## config.mk

```make
export PLATFORM = sky130hd
export DESIGN_NAME = hbridge_deadtime
export DESIGN_NICKNAME = d
export VERILOG_FILES = /design/src/rtl/hbridge_deadtime_pkg.sv /design/src/rtl/hbridge_deadtime_leg.sv /design/src/rtl/hbridge_deadtime.sv
export SDC_FILE = /design/constraint.sdc
export NUM_CORES = 1
export LEC_CHECK = 0
export CAP_MARGIN = 5
export CORE_MARGIN = 10
export CORE_UTILIZATION = 44
export CTS_BUF_LIST = sky130_fd_sc_hd__clkbuf_8
export DETAILED_ROUTE_END_ITERATION = 10
export PLACE_DENSITY = 0.7
export SETUP_SLACK_MARGIN = 0.15
export SYNTH_ARGS = -nofsm -noshare
export SYNTH_HDL_FRONTEND = slang
export SYNTH_SLANG_ARGS = --single-unit
```

## constraint.sdc

```tcl
create_clock -name clk -period 3.2 [get_ports clk]
set_clock_uncertainty 0.15 [all_clocks]
set_input_delay 0.64 -clock clk [delete_from_list [all_inputs] [get_ports clk]]
set_output_delay 0.64 -clock clk [all_outputs]
set_load 0.03 [all_outputs]
```

## src/rtl/hbridge_deadtime_pkg.sv

```systemverilog
`default_nettype none
`timescale 1ns/1ps
// +------------------------------------------------------------------+
// | Package  : hbridge_deadtime_pkg                                  |
// | Purpose  : Shared types and constants for the H-bridge dead-time |
// |            gate-drive stage (leg states, requests, reg map).     |
// | Revision : 1.0  initial release                                  |
// +------------------------------------------------------------------+
package hbridge_deadtime_pkg;

  // Per-leg gate FSM states
  typedef enum logic [1:0] {
    LEG_OFF  = 2'd0,
    LEG_HI   = 2'd1,
    LEG_LO   = 2'd2,
    LEG_DEAD = 2'd3
  } leg_state_t;

  // What the request mapper asks of each leg; 2'd3 is treated as OFF
  typedef enum logic [1:0] {
    REQ_OFF = 2'd0,
    REQ_HI  = 2'd1,
    REQ_LO  = 2'd2
  } leg_req_t;

  // Register map
  localparam logic ADDR_DT   = 1'b0;
  localparam logic ADDR_CTRL = 1'b1;

  // Control register bit positions
  localparam int CTRL_EN  = 0;
  localparam int CTRL_CLR = 1;

endpackage
`default_nettype wire

```

## src/rtl/hbridge_deadtime_leg.sv

```systemverilog
`default_nettype none
`timescale 1ns/1ps
// +------------------------------------------------------------------+
// | Module   : leg_deadtime                                          |
// | Purpose  : One H-bridge leg: OFF/HI/LO/DEAD FSM with a dead-time |
// |            counter so high and low switches never overlap.       |
// | Revision : 1.0  initial release                                  |
// +------------------------------------------------------------------+
module leg_deadtime
  import hbridge_deadtime_pkg::*;
#(
  parameter int DT_W = 8
) (
  input  logic            clk,
  input  logic            reset,
  input  logic [1:0]      req,
  input  logic [DT_W-1:0] dt,
  output logic            hi,
  output logic            lo
);

  leg_state_t      state, state_nxt;
  logic [DT_W-1:0] cnt, cnt_nxt;
  logic            req_on;

  // Anything other than HI/LO (including the spare code) means "off"
  assign req_on = (req == REQ_HI) || (req == REQ_LO);

  // State, counter and gate flops; gates are decoded from the next state
  // so they come straight out of a flop with no decode glitches.
  always_ff @(posedge clk or posedge reset) begin
    if (reset) begin
      state <= LEG_OFF;
      cnt   <= '0;
      hi    <= 1'b0;
      lo    <= 1'b0;
    end else begin
      state <= state_nxt;
      cnt   <= cnt_nxt;
      hi    <= (state_nxt == LEG_HI);
      lo    <= (state_nxt == LEG_LO);
    end
  end

  // Next-state logic: every turn-on passes through DEAD, turn-off is immediate
  always_comb begin
    state_nxt = state;
    cnt_nxt   = cnt;
    case (state)
      LEG_OFF: begin
        if (req_on) begin
          state_nxt = LEG_DEAD;
          cnt_nxt   = dt;
        end
      end
      LEG_HI: begin
        if (!req_on) begin
          state_nxt = LEG_OFF;
        end else if (req == REQ_LO) begin
          state_nxt = LEG_DEAD;
          cnt_nxt   = dt;
        end
      end
      LEG_LO: begin
        if (!req_on) begin
          state_nxt = LEG_OFF;
        end else if (req == REQ_HI) begin
          state_nxt = LEG_DEAD;
          cnt_nxt   = dt;
        end
      end
      LEG_DEAD: begin
        if (!req_on) begin
          state_nxt = LEG_OFF;
          cnt_nxt   = '0;
        end else if (cnt <= DT_W'(1)) begin
          // Resolve to whatever is requested now, so a pulse shorter than
          // the dead time simply returns to the original switch.
          state_nxt = (req == REQ_HI) ? LEG_HI : LEG_LO;
          cnt_nxt   = '0;
        end else begin
          cnt_nxt = cnt - DT_W'(1);
        end
      end
      default: begin
        state_nxt = LEG_OFF;
        cnt_nxt   = '0;
      end
    endcase
  end

endmodule
`default_nettype wire

```

## src/rtl/hbridge_deadtime.sv

```systemverilog
`default_nettype none
`timescale 1ns/1ps
// +------------------------------------------------------------------+
// | Module   : hbridge_deadtime                                      |
// | Purpose  : Gate-drive stage after the PWM generator: registers,  |
// |            fault synchronizer/latch, leg request mapping and two |
// |            dead-time leg FSMs.                                   |
// | Revision : 1.0  initial release                                  |
// +------------------------------------------------------------------+
module hbridge_deadtime
  import hbridge_deadtime_pkg::*;
#(
  parameter int              DT_W     = 8,
  parameter logic [DT_W-1:0] DT_RESET = DT_W'(20)
) (
  input  logic        clk,
  input  logic        reset,
  input  logic        wr_n,
  input  logic        addr,
  input  logic [31:0] wrdata,
  input  logic        pwm_in,
  input  logic        dir_in,
  input  logic        fault_in,
  output logic        hi_a,
  output logic        lo_a,
  output logic        hi_b,
  output logic        lo_b,
  output logic        fault_flag
);

  logic [DT_W-1:0] dt;
  logic            enable;
  logic            clr_req;
  logic            pwm_q;
  logic            dir_q;
  logic            fault_s1;
  logic            fault_s2;
  leg_req_t        active_req;
  leg_req_t        req_a;
  leg_req_t        req_b;
  logic            unused_wrdata;

  // Upper write-data bits have no register behind them
  assign unused_wrdata = ^wrdata;

  // Register file; the clear request is held for one cycle so it is
  // judged against the synchronized fault on the following edge.
  always_ff @(posedge clk or posedge reset) begin
    if (reset) begin
      dt      <= DT_RESET;
      enable  <= 1'b0;
      clr_req <= 1'b0;
    end else begin
      clr_req <= 1'b0;
      if (!wr_n) begin
        case (addr)
          ADDR_DT: begin
            // Zero dead time is never allowed; clamp to one cycle
            dt <= (wrdata[DT_W-1:0] == '0) ? DT_W'(1) : wrdata[DT_W-1:0];
          end
          ADDR_CTRL: begin
            enable  <= wrdata[CTRL_EN];
            clr_req <= wrdata[CTRL_CLR];
          end
        endcase
      end
    end
  end

  // Input registers, fault synchronizer and sticky fault flag (fault wins over clear)
  always_ff @(posedge clk or posedge reset) begin
    if (reset) begin
      pwm_q      <= 1'b0;
      dir_q      <= 1'b0;
      fault_s1   <= 1'b0;
      fault_s2   <= 1'b0;
      fault_flag <= 1'b0;
    end else begin
      pwm_q      <= pwm_in;
      dir_q      <= dir_in;
      fault_s1   <= fault_in;
      fault_s2   <= fault_s1;
      fault_flag <= fault_s2 | (fault_flag & ~clr_req);
    end
  end

  // Map PWM/direction onto per-leg requests; passive leg brakes on its low side
  always_comb begin
    active_req = pwm_q ? REQ_HI : REQ_LO;
    req_a      = REQ_OFF;
    req_b      = REQ_OFF;
    if (enable && !fault_flag) begin
      if (!dir_q) begin
        req_a = active_req;
        req_b = REQ_LO;
      end else begin
        req_a = REQ_LO;
        req_b = active_req;
      end
    end
  end

  leg_deadtime #(
    .DT_W (DT_W)
  ) u_leg_a (
    .clk   (clk),
    .reset (reset),
    .req   (req_a),
    .dt    (dt),
    .hi    (hi_a),
    .lo    (lo_a)
  );

  leg_deadtime #(
    .DT_W (DT_W)
  ) u_leg_b (
    .clk   (clk),
    .reset (reset),
    .req   (req_b),
    .dt    (dt),
    .hi    (hi_b),
    .lo    (lo_b)
  );

endmodule
`default_nettype wire

```

==> run summary <==
Period utilization: 83.7%
Ys flop type: dfrtp_1
Final core utilization: 53.5%
Post-synthesis sequential area ratio: 45.9%
Commonest non-fill, non-tap cell in the layout: dfrtp_1
Post-synth EDFFs: 0
Die Wd: 89.6 µm
Required @ worst endpoint: 3.26 ns
Syn_area_per_cell: 10.1 µm²
Global Route met2 Usage: 20.2%
CTS resizes: 0
DIE HEIGHT: 89.6 µm
Commonest non-fill, non-tap cells in the layout: 37 x dfrtp_1, 19 x clkdlybuf4s50_1, 17 x nand2_1
Tmin final: 2.68 ns
Final Setup Violations: 0
Final hold violations: 0
Total GRT Usage: 12.3%
DRC violations left: 0
CTS Hold Buffers Added: 0
F_max: 373 MHz
Area of the mapped netlist: 2130 µm²
Placed Cells incl. Taps: 282
Die ar.: 8020 µm²
Grt met3 use: 3.79%
Final instance area: 2510 µm²
Grt peak-use layer: met2
CTS Buf Count: 5
# H-tree levels: 2
Final Max Slew Viols: 0
GR Util met1: 14.5%
CP endpoint kind: flip-flop
DP Wirelength: 3.25 mm
WL final: 4.44 mm
Total leakage power: 0.00108 µW
Status: complete, no violations
Slew @ Worst Pin: 0.771 ns
Worst skew pair latency: 0.30 ns
Placed Area: 2390 µm²
Critical path class: flip-flop to flip-flop
Port Buffer Count: 19
Post-synthesis async set-or-reset flop share: 100%
Crit path arrival time: 2.74 ns
Core area: 4690 µm²
PD cells: 694 nW/µm²
Ys Warns: 0
Post-DR vias/cell: 5.74
GR Overflow Total: 0
Layout Nets: 282
Top Ports: 44
Row count: 25
Antenna violations before repair: 0
Number of global-route vias before repair: 1609
Worst-path clk slew: 0.08 ns
Maximum clock path buffer count: 2
Synth Instances: 210
Relative max-transition margin: 48.6%
Starting Density: 45.4%
Worst Path Max Fanout: 7
Global-route wire length before repair: 7.67 mm
RePlAce Congestion: 0.800
Setup bufs post-CTS: 0
Largest net degree at the start of global routing: 40
TritonCTS clock tree: yes
Root buffer selected by CTS: clkbuf_8
Max-Cap Viols: 0
Peak VDD IR: 303 µV
Non-filler cells, final: 290
# diodes: 0
Syn Nets: 257
Pre-Repair DR Iteration Count: 4
Antenna viol nets, final: 0
#FFs+latches synth: 39
RSZ-0062 raised after global routing: false
Critical Path Start Type: flip-flop
Hold WC Path Type: flip-flop to flip-flop
Setup_tns: 0 ns
Routed WL per cell: 15.3 µm
Area grow syn2layout: 17.9%
Iter 0 DRT Violations: 100
Via Count: 1666
Synth cell types: 52
Fraction of layout cells with a size suffix above 1: 14.0%
Clock sinks: 39
==> routing by layer <==
metal	part of all wire [%]	vias up	wire length, µm
met3	4.9	7	217
met1	46	792	2060
li1	-	830	-
met4	1.9	0	84
met2	47	37	2080
met5	0	-	0
==> logic make-up after synthesis <==
group | Yosys count | synth area share, %
AOI/OAI and AO/OA | 62 | 21.0
muxes | 10 | 5.23
DFF | 39 | 45.9
and+or+nand+nor | 73 | 19.7
buffers and inverters | 18 | 3.41
adders and majority gates | 8 | 4.70
==> critical path: stages, from the launching register on <==
cell and delay (ns):
dfrtp_1 0.40, nor2b_1 0.26, nand2_1 0.15, ha_1 0.38, nand3b_1 0.31, a31oi_1 0.54, a32oi_1 0.22, o22ai_1 0.18
==> synthesized netlist by cell type, types with 2 or more instances <==
master | count | area, µm²
dfrtp_1 | 37 | 926
nand2_1 | 17 | 63.8
inv_1 | 14 | 52.6
nor2_1 | 12 | 45.0
o21ai_0 | 12 | 60.1
a21oi_1 | 8 | 40.0
ha_1 | 8 | 100
mux2_2 | 8 | 90.1
nor2b_1 | 7 | 43.8
a32oi_1 | 5 | 43.8
nand2b_1 | 5 | 31.3
nor3_1 | 5 | 25.0
o31ai_1 | 5 | 37.5
a211oi_1 | 4 | 30.0
a2bb2oi_1 | 4 | 35.0
a22o_1 | 3 | 26.3
and2_1 | 3 | 18.8
nand3b_1 | 3 | 22.5
nor4_1 | 3 | 18.8
o22ai_1 | 3 | 18.8
a22oi_1 | 2 | 15.0
a31o_2 | 2 | 17.5
clkbuf_1 | 2 | 7.51
dfstp_2 | 2 | 52.6
nand3_1 | 2 | 10.0
nor3b_1 | 2 | 15.0
o21a_1 | 2 | 15.0
o21ai_1 | 2 | 10.0
or2_2 | 2 | 12.5
or3_1 | 2 | 12.5
or3b_2 | 2 | 17.5
or4_4 | 2 | 22.5
==> sequential cells by signal, indices dropped and copies added, names as in the netlist <==
signal / cells
dt: 8
u_leg_a.lo: 1
u_leg_b.state: 2
u_leg_b.lo: 1
u_leg_b.cnt: 8
u_leg_b.hi: 1
u_leg_a.cnt: 8
fault_flag: 1
u_leg_a.hi: 1
pwm_q: 1
dir_q: 1
fault_s2: 1
clr_req: 1
fault_s1: 1
enable: 1
u_leg_a.state: 2
==> stage by stage <==
stage          hold WS [ns]  setup WS [ns]  power, µW
2_1_floorplan         0.181          0.756       1160
3_3_place_gp          0.186          0.622       1300
3_5_place_dp          0.191          0.597       1300
4_1_cts               0.210          0.572       1750
5_1_grt               0.213          0.360       1860
6_report              0.207          0.521       1740
==> area by class of cell <==
class,count,area (µm²)
Sequential cell,39,978
Multi-Input combinational cell,153,1080
Inverter,14,52.6
Tap cell,54,67.6
Clock buffer,6,82.6
Fill cell,445,2180
Timing Repair Buffer,22,213
Clock inverter,2,38.8
==> where the power goes <==
group	leakage [µW]	switching, µW	internal [µW]
registers	0.000489	135	607
clock network	0.0000618	182	256
logic	0.000533	303	259
==> final timing paths <==
path                                      start                          to  slack, ns  cells after the start
max                        fault_flag$_DFF_PP0_  u_leg_a.cnt[5]$_DFFE_PP0P_       0.52                      7
min                          fault_s1$_DFF_PP0_          fault_s2$_DFF_PP0_       0.21                      0
max reg2reg                fault_flag$_DFF_PP0_  u_leg_a.cnt[5]$_DFFE_PP0P_       0.52                      7
min reg2reg                  fault_s1$_DFF_PP0_          fault_s2$_DFF_PP0_       0.21                      0
max in group asynchronous                 reset           dt[4]$_DFFE_PP1P_       1.95                      3
min in group asynchronous                 reset           clr_req$_DFF_PP0_       0.60                      3
Note: power is estimated with default switching activity, not from simulation.
==> RTL edit (same settings) <==
`DT_W` is set to 8 in 2 places; all go to 7.
--- a/src/rtl/hbridge_deadtime_leg.sv
+++ b/src/rtl/hbridge_deadtime_leg.sv
@@ -10,5 +10,5 @@
   import hbridge_deadtime_pkg::*;
 #(
-  parameter int DT_W = 8
+  parameter int DT_W = 7
 ) (
   input  logic            clk,
--- a/src/rtl/hbridge_deadtime.sv
+++ b/src/rtl/hbridge_deadtime.sv
@@ -11,5 +11,5 @@
   import hbridge_deadtime_pkg::*;
 #(
-  parameter int              DT_W     = 8,
+  parameter int              DT_W     = 7,
   parameter logic [DT_W-1:0] DT_RESET = DT_W'(20)
 ) (
Check against the original RTL: not equivalent (a bounded check fails within 10 cycles, from zero or initial values and one cycle with reset high).
==> RTL edit against the unedited design <==
  * First-iteration DRC count shrank 6.0%
  * Fmax grew 11%
  * Cell area shrank 7.4%
  * Wire length shrank 5.6%
  * Sequential cell count shrank 3
  * Setup slack gained 270 ps
  * Area after synthesis shrank 6.6%
  * Non-clock buffer count shrank 3
  * Cell count shrank 3.8%
  * Die area shrank 5.2%
  * Count of clock-buffer cells in the layout grew 1
  * Power shrank 17%
  * Critical path depth grew 1
  * Critical path type unchanged
  * Highest routed layer unchanged
==> RTL edit: results (changes against the unedited design) <==
stage,metric,value,unit,change
placed_design,dpl-instance-area,2230,µm²,-6.9%
setup_path,worstPathMaxFanout,12,,+5
yosys,synth.distinct_cells,32,,-38%
yosys,synth_area_leaders,"dfrtp_1 (43%), a31oi_1 (5.7%), ha_1 (5.0%)",,
layout,area_growth_syn_to_layout,17.0,%,
layout,buffers,19,,-14%
power_and_ir_drop,ir_drop,0.284,mV,-6.4%
power_and_ir_drop,pg_clk,358,µW,-18%
yosys,avgSynthCellArea,9.75,µm²,-3.9%
yosys,synth_seq_area_share,45.4,%,-0.51 points
setup_path,cp_slowest_cell,nor2_1,,
layout,seqCellArea,903,µm²,-7.7%
routing,vias,1606,,-3.6%
timing,period_share,75.4,%,-8.3 points
setup_path,r2r_slack,790,ps,+270 ps
global_routing,track_usage,11.5,%,-0.79 points
routing,wirelength,4190,µm,-5.6%
placed_design,port_buffers,18,,-1
power_and_ir_drop,swShare,34.7,%,-0.87 points
global_routing,grt_max_degree,37,,-7.5%
layout,reg_top3,"dt x7, u_leg_a.cnt x7, u_leg_b.cnt x7",,
layout,layout-drive-gt1-share,11.5,%,-2.5 points
setup_path,cp_data_arrival_time,2440,ps,-300 ps
timing,hold_ws,204,ps,-3.31 ps
placed_design,preCtsSetupSlack,833,ps,+235 ps
layout,clockBufferCount,7,,+1
global_routing,grt_pass1_wl,7110,µm,-7.2%
setup_path,crit_family,simple AND/OR/NAND/NOR gates,,
status,status,"finished, final reports clean",,
global_routing,use_met2,17.3,%,-2.9 points
yosys,syn_nets,251,,-2.3%
layout,multi_input_area,1000,µm²,-7.1%
yosys,synth_commonest_cells,"dfrtp_1 (34), nand2_1 (24), a31oi_1 (18), inv_1 (18), nor2_1 (13)",,
global_routing,use_met3,3.09,%,-0.70 points
placed_design,hpwl,3020,µm,-7.0%
layout,buffer_area_share,8.07,%,-0.40 points
layout,layout.cells.non_filler,279,,-3.8%
layout,multi_input_gates,146,,-4.6%
==> RTL edit: cell types whose count changed in the layout (fill, tap and decap cells not counted), sizes merged, moves of 5 or more <==
| cell | unedited run | this run |
|---|---|---|
| nand2 | 17 | 24 |
| o22a | 0 | 10 |
| a32oi | 5 | 0 |
| a31oi | 1 | 18 |
==> RTL edit: cell families after synthesis <==
| group | share of synthesized area, % |
|---|---|
| AOI/OAI and AO/OA | 24.5 |
| adders and majority gates | 5.03 |
| DFF | 45.4 |
| and+or+nand+nor | 16.9 |
| muxes | 3.96 |
| buffers and inverters | 4.15 |
==> RTL edit: worst reg2reg max path, stage by stage, from the launching register on <==
cell and delay [ps]:
dfrtp_1 400, nor2b_1 230, nand2_1 120, inv_1 70
ha_1 160, nor3b_1 70, nor2_1 630, a31oi_1 210
o22a_1 250
